**config.mk**
```make
export PLATFORM = sky130hd
export DESIGN_NAME = xif_coproc_mux
export DESIGN_NICKNAME = d
export VERILOG_FILES = /design/src/rtl/xif_coproc_mux_pkg.sv /design/src/rtl/xif_rr_arbiter.sv /design/src/rtl/xif_coproc_mux.sv
export SDC_FILE = /design/constraint.sdc
export NUM_CORES = 1
export LEC_CHECK = 0
export BUFFER_PORTS_ARGS = -buffer_cell sky130_fd_sc_hd__buf_2
export CORE_ASPECT_RATIO = 0.6
export CORE_UTILIZATION = 40
export CTS_BUF_LIST = sky130_fd_sc_hd__clkbuf_4 sky130_fd_sc_hd__clkbuf_8
export DETAILED_ROUTE_END_ITERATION = 7
export GPL_ROUTABILITY_DRIVEN = 0
export PLACE_DENSITY = 0.71
export SYNTH_ARGS = -nofsm -noshare
export SYNTH_HDL_FRONTEND = slang
export SYNTH_HIERARCHICAL = 1
export SYNTH_SLANG_ARGS = --single-unit
```
**constraint.sdc**
```tcl
create_clock -name clk_i -period 13.3 [get_ports clk_i]
set_input_delay 3.99 -clock clk_i [delete_from_list [all_inputs] [get_ports clk_i]]
set_output_delay 3.99 -clock clk_i [all_outputs]
set_load 0.05 [all_outputs]
```
**src/rtl/xif_coproc_mux_pkg.sv**
```systemverilog
// Shared types and constants for the XIF coprocessor fan-out block.
package xif_coproc_mux_pkg;

    localparam int MAX_COPROC = 8;
    localparam int STAT_W     = 16;

    // One owner-table slot per instruction ID: which coprocessor took it.
    typedef struct packed {
        logic       valid;
        logic [2:0] idx;
    } owner_entry_t;

endpackage

```
**src/rtl/xif_rr_arbiter.sv**
```systemverilog
// Round-robin arbiter: one-hot grant to the first requester at or after the
// pointer; the pointer moves just past the grant whenever advance_i is high.
module xif_rr_arbiter #(
    parameter int NUM_REQ = 2
) (
    input  logic               clk_i,
    input  logic               rst_i,
    input  logic [NUM_REQ-1:0] req_i,
    input  logic               advance_i,
    output logic [NUM_REQ-1:0] grant_o
);

    localparam int PTR_W = (NUM_REQ > 1) ? $clog2(NUM_REQ) : 1;

    logic [PTR_W-1:0] ptr_q;
    logic [PTR_W-1:0] gnt_idx;
    logic             found;

    always_comb begin
        grant_o = '0;
        gnt_idx = '0;
        found   = 1'b0;
        for (int i = 0; i < NUM_REQ; i++) begin
            if (!found && req_i[(int'(ptr_q) + i) % NUM_REQ]) begin
                found = 1'b1;
                grant_o[(int'(ptr_q) + i) % NUM_REQ] = 1'b1;
                gnt_idx = PTR_W'((int'(ptr_q) + i) % NUM_REQ);
            end
        end
    end

    always_ff @(posedge clk_i or posedge rst_i) begin
        if (rst_i) begin
            ptr_q <= '0;
        end else if (advance_i && found) begin
            ptr_q <= (gnt_idx == PTR_W'(NUM_REQ - 1)) ? '0 : gnt_idx + PTR_W'(1);
        end
    end

endmodule

```
**src/rtl/xif_coproc_mux.sv**
```systemverilog
// XIF fan-out: broadcasts issues, tracks the owning coprocessor per ID, routes
// commits to the owner and arbitrates results. XIF_COPROC_MUX_STATS_EN adds accept_cnt_o.
module xif_coproc_mux
    import xif_coproc_mux_pkg::*;
#(
    parameter int NUM_COPROC = 2,
    parameter int ID_WIDTH   = 4,
    parameter int RES_W      = 64
) (
    input  logic                        clk_i,
    input  logic                        rst_i,
    input  logic                        issue_valid_i,
    output logic                        issue_ready_o,
    input  logic [ID_WIDTH-1:0]         issue_id_i,
    output logic                        issue_accept_o,
    output logic [NUM_COPROC-1:0]       cp_issue_valid_o,
    input  logic [NUM_COPROC-1:0]       cp_issue_ready_i,
    input  logic [NUM_COPROC-1:0]       cp_issue_accept_i,
    input  logic                        commit_valid_i,
    input  logic [ID_WIDTH-1:0]         commit_id_i,
    input  logic                        commit_kill_i,
    output logic [NUM_COPROC-1:0]       cp_commit_valid_o,
    output logic                        cp_commit_kill_o,
    input  logic [NUM_COPROC-1:0]       cp_result_valid_i,
    output logic [NUM_COPROC-1:0]       cp_result_ready_o,
    input  logic [NUM_COPROC*RES_W-1:0] cp_result_i,
    output logic                        result_valid_o,
    input  logic                        result_ready_i,
    output logic [RES_W-1:0]            result_o,
    output logic                        multi_accept_o
`ifdef XIF_COPROC_MUX_STATS_EN
    ,
    output logic [NUM_COPROC*STAT_W-1:0] accept_cnt_o
`endif
);

    owner_entry_t          owner_q [2**ID_WIDTH];
    owner_entry_t          commit_entry;
    logic                  commit_hit;
    logic                  issue_win;
    logic [2:0]            acc_idx;
    logic                  result_load;
    logic [NUM_COPROC-1:0] grant;
    logic [RES_W-1:0]      res_mux;

    assign issue_ready_o    = &cp_issue_ready_i;
    assign issue_accept_o   = |cp_issue_accept_i;
    assign cp_issue_valid_o = {NUM_COPROC{issue_valid_i}};
    assign issue_win        = issue_valid_i && issue_ready_o && issue_accept_o;
    assign cp_commit_kill_o = commit_kill_i;

    // Descending scan so the lowest accepting index is the one left standing.
    always_comb begin
        acc_idx = '0;
        for (int k = NUM_COPROC - 1; k >= 0; k--) begin
            if (cp_issue_accept_i[k]) acc_idx = 3'(k);
        end
    end

    assign commit_entry = owner_q[commit_id_i];
    assign commit_hit   = commit_valid_i && commit_entry.valid;

    always_comb begin
        cp_commit_valid_o = '0;
        for (int k = 0; k < NUM_COPROC; k++) begin
            cp_commit_valid_o[k] = commit_hit && (commit_entry.idx == 3'(k));
        end
    end

    // The issue write is placed last so it overrides a same-ID commit clear.
    always_ff @(posedge clk_i or posedge rst_i) begin
        if (rst_i) begin
            for (int i = 0; i < 2**ID_WIDTH; i++) owner_q[i] <= '0;
            multi_accept_o <= 1'b0;
        end else begin
            if (commit_hit) owner_q[commit_id_i] <= '0;
            if (issue_win) owner_q[issue_id_i] <= '{valid: 1'b1, idx: acc_idx};
            if (issue_win && ($countones(cp_issue_accept_i) > 1)) multi_accept_o <= 1'b1;
        end
    end

    assign result_load = (!result_valid_o || result_ready_i) && (|cp_result_valid_i);

    xif_rr_arbiter #(.NUM_REQ(NUM_COPROC)) u_arb (
        .clk_i     (clk_i),
        .rst_i     (rst_i),
        .req_i     (cp_result_valid_i),
        .advance_i (result_load),
        .grant_o   (grant)
    );

    assign cp_result_ready_o = result_load ? grant : '0;

    always_comb begin
        res_mux = '0;
        for (int k = 0; k < NUM_COPROC; k++) begin
            if (grant[k]) res_mux = cp_result_i[k*RES_W +: RES_W];
        end
    end

    always_ff @(posedge clk_i or posedge rst_i) begin
        if (rst_i) begin
            result_valid_o <= 1'b0;
            result_o       <= '0;
        end else if (result_load) begin
            result_valid_o <= 1'b1;
            result_o       <= res_mux;
        end else if (result_ready_i) begin
            result_valid_o <= 1'b0;
        end
    end

`ifdef XIF_COPROC_MUX_STATS_EN
    logic [STAT_W-1:0] cnt_q [NUM_COPROC];

    always_ff @(posedge clk_i or posedge rst_i) begin
        if (rst_i) begin
            for (int k = 0; k < NUM_COPROC; k++) cnt_q[k] <= '0;
        end else begin
            for (int k = 0; k < NUM_COPROC; k++) begin
                if (issue_win && (acc_idx == 3'(k)) && (cnt_q[k] != '1)) begin
                    cnt_q[k] <= cnt_q[k] + STAT_W'(1);
                end
            end
        end
    end

    for (genvar k = 0; k < NUM_COPROC; k++) begin : g_cnt_out
        assign accept_cnt_o[k*STAT_W +: STAT_W] = cnt_q[k];
    end
`endif

endmodule

```
==> results of run 1 <==
==> cell usage after synthesis (all sizes together), types with 5 or more instances <==
master,n,share of area
a21o,8,0.010
a21oi,78,0.065
a22o,14,0.020
a22oi,63,0.079
and2,31,0.032
buf,12,0.017
clkbuf,30,0.019
dfrtp,131,0.55
inv,15,0.0094
mux4,6,0.022
nand2,21,0.013
nand2b,7,0.0073
nand3,5,0.0042
nor2,89,0.056
nor2b,7,0.0073
nor3,12,0.011
o21ai,8,0.0067
==> kinds of logic after synthesis <==
group           after synthesis
compound gates              195
simple gates                196
buf+inv                      57
mux                          14
flops                       131
==> worst reg2reg max path: stages, from the launching register on <==
cell and delay (ns):
dfrtp_1 0.41, inv_1 0.10, a21boi_4 0.05, buf_4 0.33, nor2b_4 0.64, buf_4 0.45
a22oi_1 0.18, a21oi_1 0.21
==> worst paths after layout <==
path / slack [ns] / to / startpoint / cells after the start
worst min-delay path: 0.48 / owner_q[19] / owner_q[19] / 1
min in group asynchronous: 3.42 / async pin / rst_i / 2
worst max-delay path: 3.06 / cp_commit_valid_o[0] / commit_id_i[1] / 7
max in group asynchronous: 8.25 / result_o[22] / rst_i / 3
worst min register to register: 0.48 / owner_q[19] / owner_q[19] / 1
worst max register to register: 10.84 / result_o[23] / register / 7
==> area by class of cell <==
class                      count  share of cell area
clock buffer                  20              0.0348
clock inverter                11              0.0290
inverter                      15             0.00762
multi-input combinational    405               0.323
sequential                   131               0.425
tap                          198              0.0321
timing repair buffer         226               0.148
==> stage by stage <==
| step | utilization | power (mW) | instances | area, sq um | setup WS, ns |
|---|---|---|---|---|---|
| 6_report | 0.529 | 1.21 | 1006 | 7720 | 3.06 |
| 5_1_grt | 0.529 | 1.27 | 1006 | 7720 | 2.90 |
| 4_1_cts | 0.529 | 1.23 | 1006 | 7720 | 3.12 |
| 3_5_place_dp | 0.495 | 0.805 | 975 | 7230 | 3.12 |
| 3_3_place_gp | 0.495 | 0.802 | 975 | 7230 | 3.22 |
| 2_1_floorplan | - | 0.711 | 593 | 6010 | 3.06 |
==> report_power, final <==
part	leakage (nW)	internal (mW)	switching, mW
Combinational	1.87	0.0916	0.230
Clock	0.247	0.256	0.161
Sequential	1.65	0.447	0.0292
==> routing by layer <==
metal	track usage	part of all wire	vias to the layer above
met5	0	0.00075	-
met4	0.0821	0.016	2
met3	0.0789	0.095	25
met2	0.320	0.42	235
met1	0.346	0.47	2536
li1	-	-	2536
==> flip-flops by register name, indices dropped and copies added (netlist names), named ones only <==
register / count
multi_accept_o: 1
owner_q: 64
result_o: 64
result_valid_o: 1
==> results.txt, run 1 <==
Post-synthesis mux area share -> 0.0366
Fmax achieved -> 0.0976 GHz
XOR/XNOR Fraction of Synth Area -> 0
Startpoint Class -> input port
Root Driver -> clkbuf_8
Tightest Pin Transition -> 0.823 ns
Reg area -> 3280 sq um
Die Wd -> 160 um
Hold Fails Final Rpt -> 0
Initial antenna violation count -> 1
Post-Synth Simple-Gate Area -> 0.161
Drt pass-1 iters -> 5
Cell mode on critical path -> buf_2
GRT Util Overall -> 0.235
Final period util -> 0.770
Fraction of registers with async set/reset -> 1.00
Post-synthesis cell type count -> 54
Syn Nets -> 741
CP Cell Sequence -> buf_2 > nand2b_1 > o311ai_0 > a211oi_1 > or4_4 > nor3b_2 > buf_2
Vias in the first global route -> 5242
Kind of critical path -> input port to output pin
Total of max-cap violations -> 0
Final setup viols -> 0
Ys Warns -> 6
Rel. slew slack -> 0.451
H-tree Lvls -> 4
Die area -> 15500 sq um
Clock tree buffer depth -> 2
Worst Path Required -> 9.31 ns
Post-CTS setup buffer count -> 0
Cell family with most CP delay -> simple AND/OR/NAND/NOR gates
Post-detailed-route count of antenna-violating nets -> 0
Nets -> 944
Most frequent cells in the layout -> buf_2, dfrtp_1, nor2_1
RSZ-0062 raised after global routing -> no
Post-synth EDFFs -> 0
Port bufs -> 220
Post-Route WL -> 17400 um
Tmin final -> 10.24 ns
Crit end category -> output pin
I/O pin count -> 223
Synth Cell Area -> 6010 sq um
Residual DRC count -> 0
First-pass GRT wire length -> 28200 um
Multi-input combinational cell area -> 2500 sq um
Compound-Gate Fraction of Synth Area -> 0.212
HP Class -> register to register
Slew Limit Fails -> 0
Top FF cell, synth -> dfrtp_1
Dpl hpwl -> 12700 um
PostCTS Resize Cnt -> 0
Routed length per instance -> 17.3 um
Peak VDD IR -> 0.0746 mV
Largest family of logic cells by synthesized area -> compound AO/OA/AOI/OAI gates
Num CTS Buffers -> 17
Critical path peak fanout -> 35
CP max stage cell -> buf_2
Largest net degree at the start of global routing -> 69
Global route overflow -> 0
Min Hold Slack -> 0.483 ns
Status -> complete, no violations
Adder-cell share of the synthesized area -> 0
P_leak -> 3.76 nW
Antenna diodes -> 0
Average size of a mapped cell -> 10.1 sq um
Via/cell ratio -> 5.30
Die height -> 97.0 um
Fill cells -> 1352
Critical path arrival -> 6.25 ns
Pwr/cell area -> 157 nW/um^2
Setup TNS -> 0 ns
CTS tree -> built
CTS clk-pin slew, worst paths -> 0.08 ns
Initial core utilization -> 0.412
Synth Instances -> 593
Post-synthesis sequential area ratio -> 0.545
Core area -> 14600 sq um
Clock sink count -> 131
Vias -> 5334
Layout cell share with drive strength beyond 1 -> 0.349
Initial DRC count -> 449
FP Rows -> 34
# hold bufs at CTS -> 0
Synthesis-to-layout area growth -> 28.4%
Worst path buffer plus inverter count -> 2
Slowest stage delay, CP -> 0.56 ns
Flop and latch count out of synthesis -> 131
Skew-Pair Late Insertion Delay -> 0.42 ns
Most common cell after layout, fill and taps aside -> buf_2
Clock skew -> 0.0102 ns
No activity file was read; power rests on OpenSTA's default activity.
==> run 2: changes to the inputs <==
- ABC_AREA: default -> 1
- PLACE_DENSITY: 0.71 -> 0.73
- clock period: 13.3 -> 8.7 ns (I/O delays scaled with it)
==> run 2 against run 1 <==
Against the previous run: the run now ends with DRC left; global-route usage fell by 0.43 points; die area increased by 7.4%; synthesized area is 7.6% higher; combinational power is 45% higher; hold slack got worse by 0.0021 ns; critical path depth increased by 6; total power up 37%; register-to-register slack lost 4.5 ns; sequential cell count unchanged.
==> results.txt, run 2 <==
Cell family with most CP delay -> simple AND/OR/NAND/NOR gates
Setup TNS -> 0 ns (unchanged)
FP Rows -> 35 (+2.9%)
P_leak -> 4.74 nW (+26%)
Post-synth EDFFs -> 0 (unchanged)
Die Wd -> 166 um (+3.7%)
Synth area leaders -> dfrtp_1, nand2_1, a22oi_1
Die height -> 101 um (+3.6%)
Synth area leader -> dfrtp_1
Initial antenna violation count -> 0 (-1)
Fmax achieved -> 0.143 GHz
Residual DRC count -> 5 (+5)
I/O pin count -> 223 (unchanged)
Top FF cell, synth -> dfrtp_1
Synth Instances -> 816 (+38%)
H-tree Lvls -> 4 (unchanged)
Hold depth -> 2 (+1)
Antenna diodes -> 0 (unchanged)
Vias -> 6045 (+13%)
Dpl hpwl -> 13500 um (+6.1%)
Multi-input combinational cell area -> 2620 sq um (+5.0%)
Die area -> 16700 sq um (+7.4%)
Clock skew -> 0.0174 ns (+0.00721 ns)
Core area -> 15600 sq um (+6.8%)
Startpoint Class -> input port
Num CTS Buffers -> 17 (unchanged)
Initial DRC count -> 513 (+14%)
Routed length per instance -> 14.8 um (-14%)
Worst Path Required -> 6.09 ns (-3.22 ns)
Drt pass-1 iters -> 7 (+2)
HP Class -> register to register
Kind of critical path -> input port to output pin
Synth Cell Area -> 6470 sq um (+7.6%)
Nets -> 1172 (+24%)
Status -> finished, violations left
Tmin final -> 6.99 ns
Clock sink count -> 131 (unchanged)
Post-Route WL -> 18400 um (+5.5%)
Critical path depth -> 13 (+6)
Initial core utilization -> 0.415 (+0.00273)
Fill cells -> 1524 (+13%)
Synth top cells by count -> nand2_1, dfrtp_1, inv_1, o21ai_0, a22oi_1
Post-detailed-route count of antenna-violating nets -> 0 (unchanged)
Post-synthesis sequential area ratio -> 0.507 (-0.0383)
Critical path arrival -> 4.38 ns (-1.87 ns)
Via/cell ratio -> 4.88 (-8.1%)
Post-CTS setup buffer count -> 0 (unchanged)
Final period util -> 0.804
Vias in the first global route -> 5725 (+9.2%)
Ys Warns -> 6 (unchanged)
First-pass GRT wire length -> 29700 um (+5.3%)
Root Driver -> clkbuf_8
Total of max-cap violations -> 0 (unchanged)
Placed cells -> 1208 (+24%)
Skew-Pair Late Insertion Delay -> 0.43 ns (about the same)
Final non-filler cell total -> 1240 (+23%)
Global route overflow -> 0 (unchanged)
Rel. slew slack -> 0.323 (-0.128)
Most frequent cells in the layout -> nand2_1, buf_2, dfrtp_1
Most common cell after layout, fill and taps aside -> nand2_1
RSZ-0062 raised after global routing -> no
CTS tree -> built
Flop and latch count out of synthesis -> 131 (unchanged)
Top cell type's share of synthesized area -> 0.507 (-0.0383)
Critical path peak fanout -> 12 (-66%)
Power Total -> 1.66 mW (+37%)
Average size of a mapped cell -> 7.93 sq um (-22%)
PostCTS Resize Cnt -> 0 (unchanged)
Post-synthesis cell type count -> 25 (-54%)
Final setup viols -> 0 (unchanged)
CTS clk-pin slew, worst paths -> 0.07 ns (about the same)
Hold Fails Final Rpt -> 0 (unchanged)
Clock tree buffer depth -> 2 (unchanged)
Tightest Pin Transition -> 1.01 ns (+0.191 ns)
Worst path buffer plus inverter count -> 4 (+2)
Largest net degree at the start of global routing -> 129 (+87%)
Failing checks -> DRC
Peak VDD IR -> 0.111 mV (+48%)
Crit end category -> output pin
Pwr/cell area -> 206 nW/um^2 (+31%)
Layout cell share with drive strength beyond 1 -> 0.270 (-0.0790)
Fraction of registers with async set/reset -> 1.00 (unchanged)
CP max stage cell -> nor2_1
Reg area -> 3280 sq um (unchanged)
Cell mode on critical path -> nor2_1
R2R cell count -> 7 (unchanged)
CP Cell Sequence -> buf_2 > inv_2 > nor2_1 > inv_1 > nor2_1 > nor2_1 > nand2_1 > nand2_1 > nand2_1 > nor2_1 > nand2_1 > nor2_1 > buf_2
Port bufs -> 220 (unchanged)
Slew Limit Fails -> 0 (unchanged)
GRT Util Overall -> 0.231 (-0.00432)
Synthesis-to-layout area growth -> 24.5%
Syn Nets -> 964 (+30%)
Slowest stage delay, CP -> 0.46 ns (-0.10 ns)
Biggest regs -> owner_q x64, result_o x64
# hold bufs at CTS -> 0 (unchanged)
Top-count cell post-synth -> nand2_1
-- run 2: cell count changes after synthesis, sizes merged, moves of 29 or more --
cell,change
inv,+93
nand3,+29
o21ai,+71
a21oi,-78
nor2,-48
nand2,+287
and2,-30
-- run 2: layout make-up --
cell class                      count  area share
Clock buffer                       18      0.0308
Clock inverter                     14      0.0130
Inverter                          108      0.0506
Multi-Input combinational cell    541       0.326
Sequential cell                   131       0.407
Tap cell                          203      0.0315
Timing Repair Buffer              225       0.141
-- run 2: path summary, 6_finish.rpt --
check                      slack, ns                    to           start
min reg2reg                     0.48          result_o[34]    result_o[34]
min                             0.48          result_o[34]    result_o[34]
max reg2reg                     6.37           result_o[4]        register
max in group asynchronous       4.97           owner_q[23]           rst_i
min in group asynchronous       2.03             async pin           rst_i
max                             1.71  cp_commit_valid_o[0]  commit_id_i[0]
-- run 2: worst min-delay path: stages (launching register included) --
cell     delay, ns
dfrtp_1       0.34
nand2_1       0.05
o21ai_0       0.06
-- run 2: kinds of logic (layout without fill, tap and decap cells) --
kind of cell | Yosys count | in the layout | share of synthesized area
and+or+nand+nor | 395 | 395 | 0.264
AOI/OAI and AO/OA | 146 | 146 | 0.139
DFF | 131 | 131 | 0.507
buffers and inverters | 144 | 365 | 0.0907
-- run 2: where the power goes --
group | switching (mW) | total, mW | internal, mW
clock | 0.262 | 0.469 | 0.207
combinational | 0.350 | 0.467 | 0.118
sequential | 0.0441 | 0.722 | 0.678
total | 0.656 | 1.66 | 1.00
-- run 2: per-stage QoR --
stage | instance area [sq um] | hold WS [ns] | setup slack [ns] | util
finish | 8050 | 0.481 | 1.71 | 0.517
detailed placement | 7700 | 0.461 | 1.78 | 0.494
global placement | 7700 | 0.459 | 1.90 | 0.494
floorplan | 6470 | 0.442 | 2.01 | -
CTS | 8050 | 0.488 | 1.78 | 0.517
global route | 8050 | 0.500 | 1.52 | 0.517
-- run 2: metal layers --
metal | global-route usage | vias to the layer above | part of all wire | routed length (um)
met5 | 0 | - | 0 | 0
met4 | 0.0561 | 0 | 0.0076 | 140
met3 | 0.0530 | 12 | 0.080 | 1470
met2 | 0.346 | 237 | 0.42 | 7700
met1 | 0.338 | 2790 | 0.49 | 9090
li1 | - | 3006 | - | -
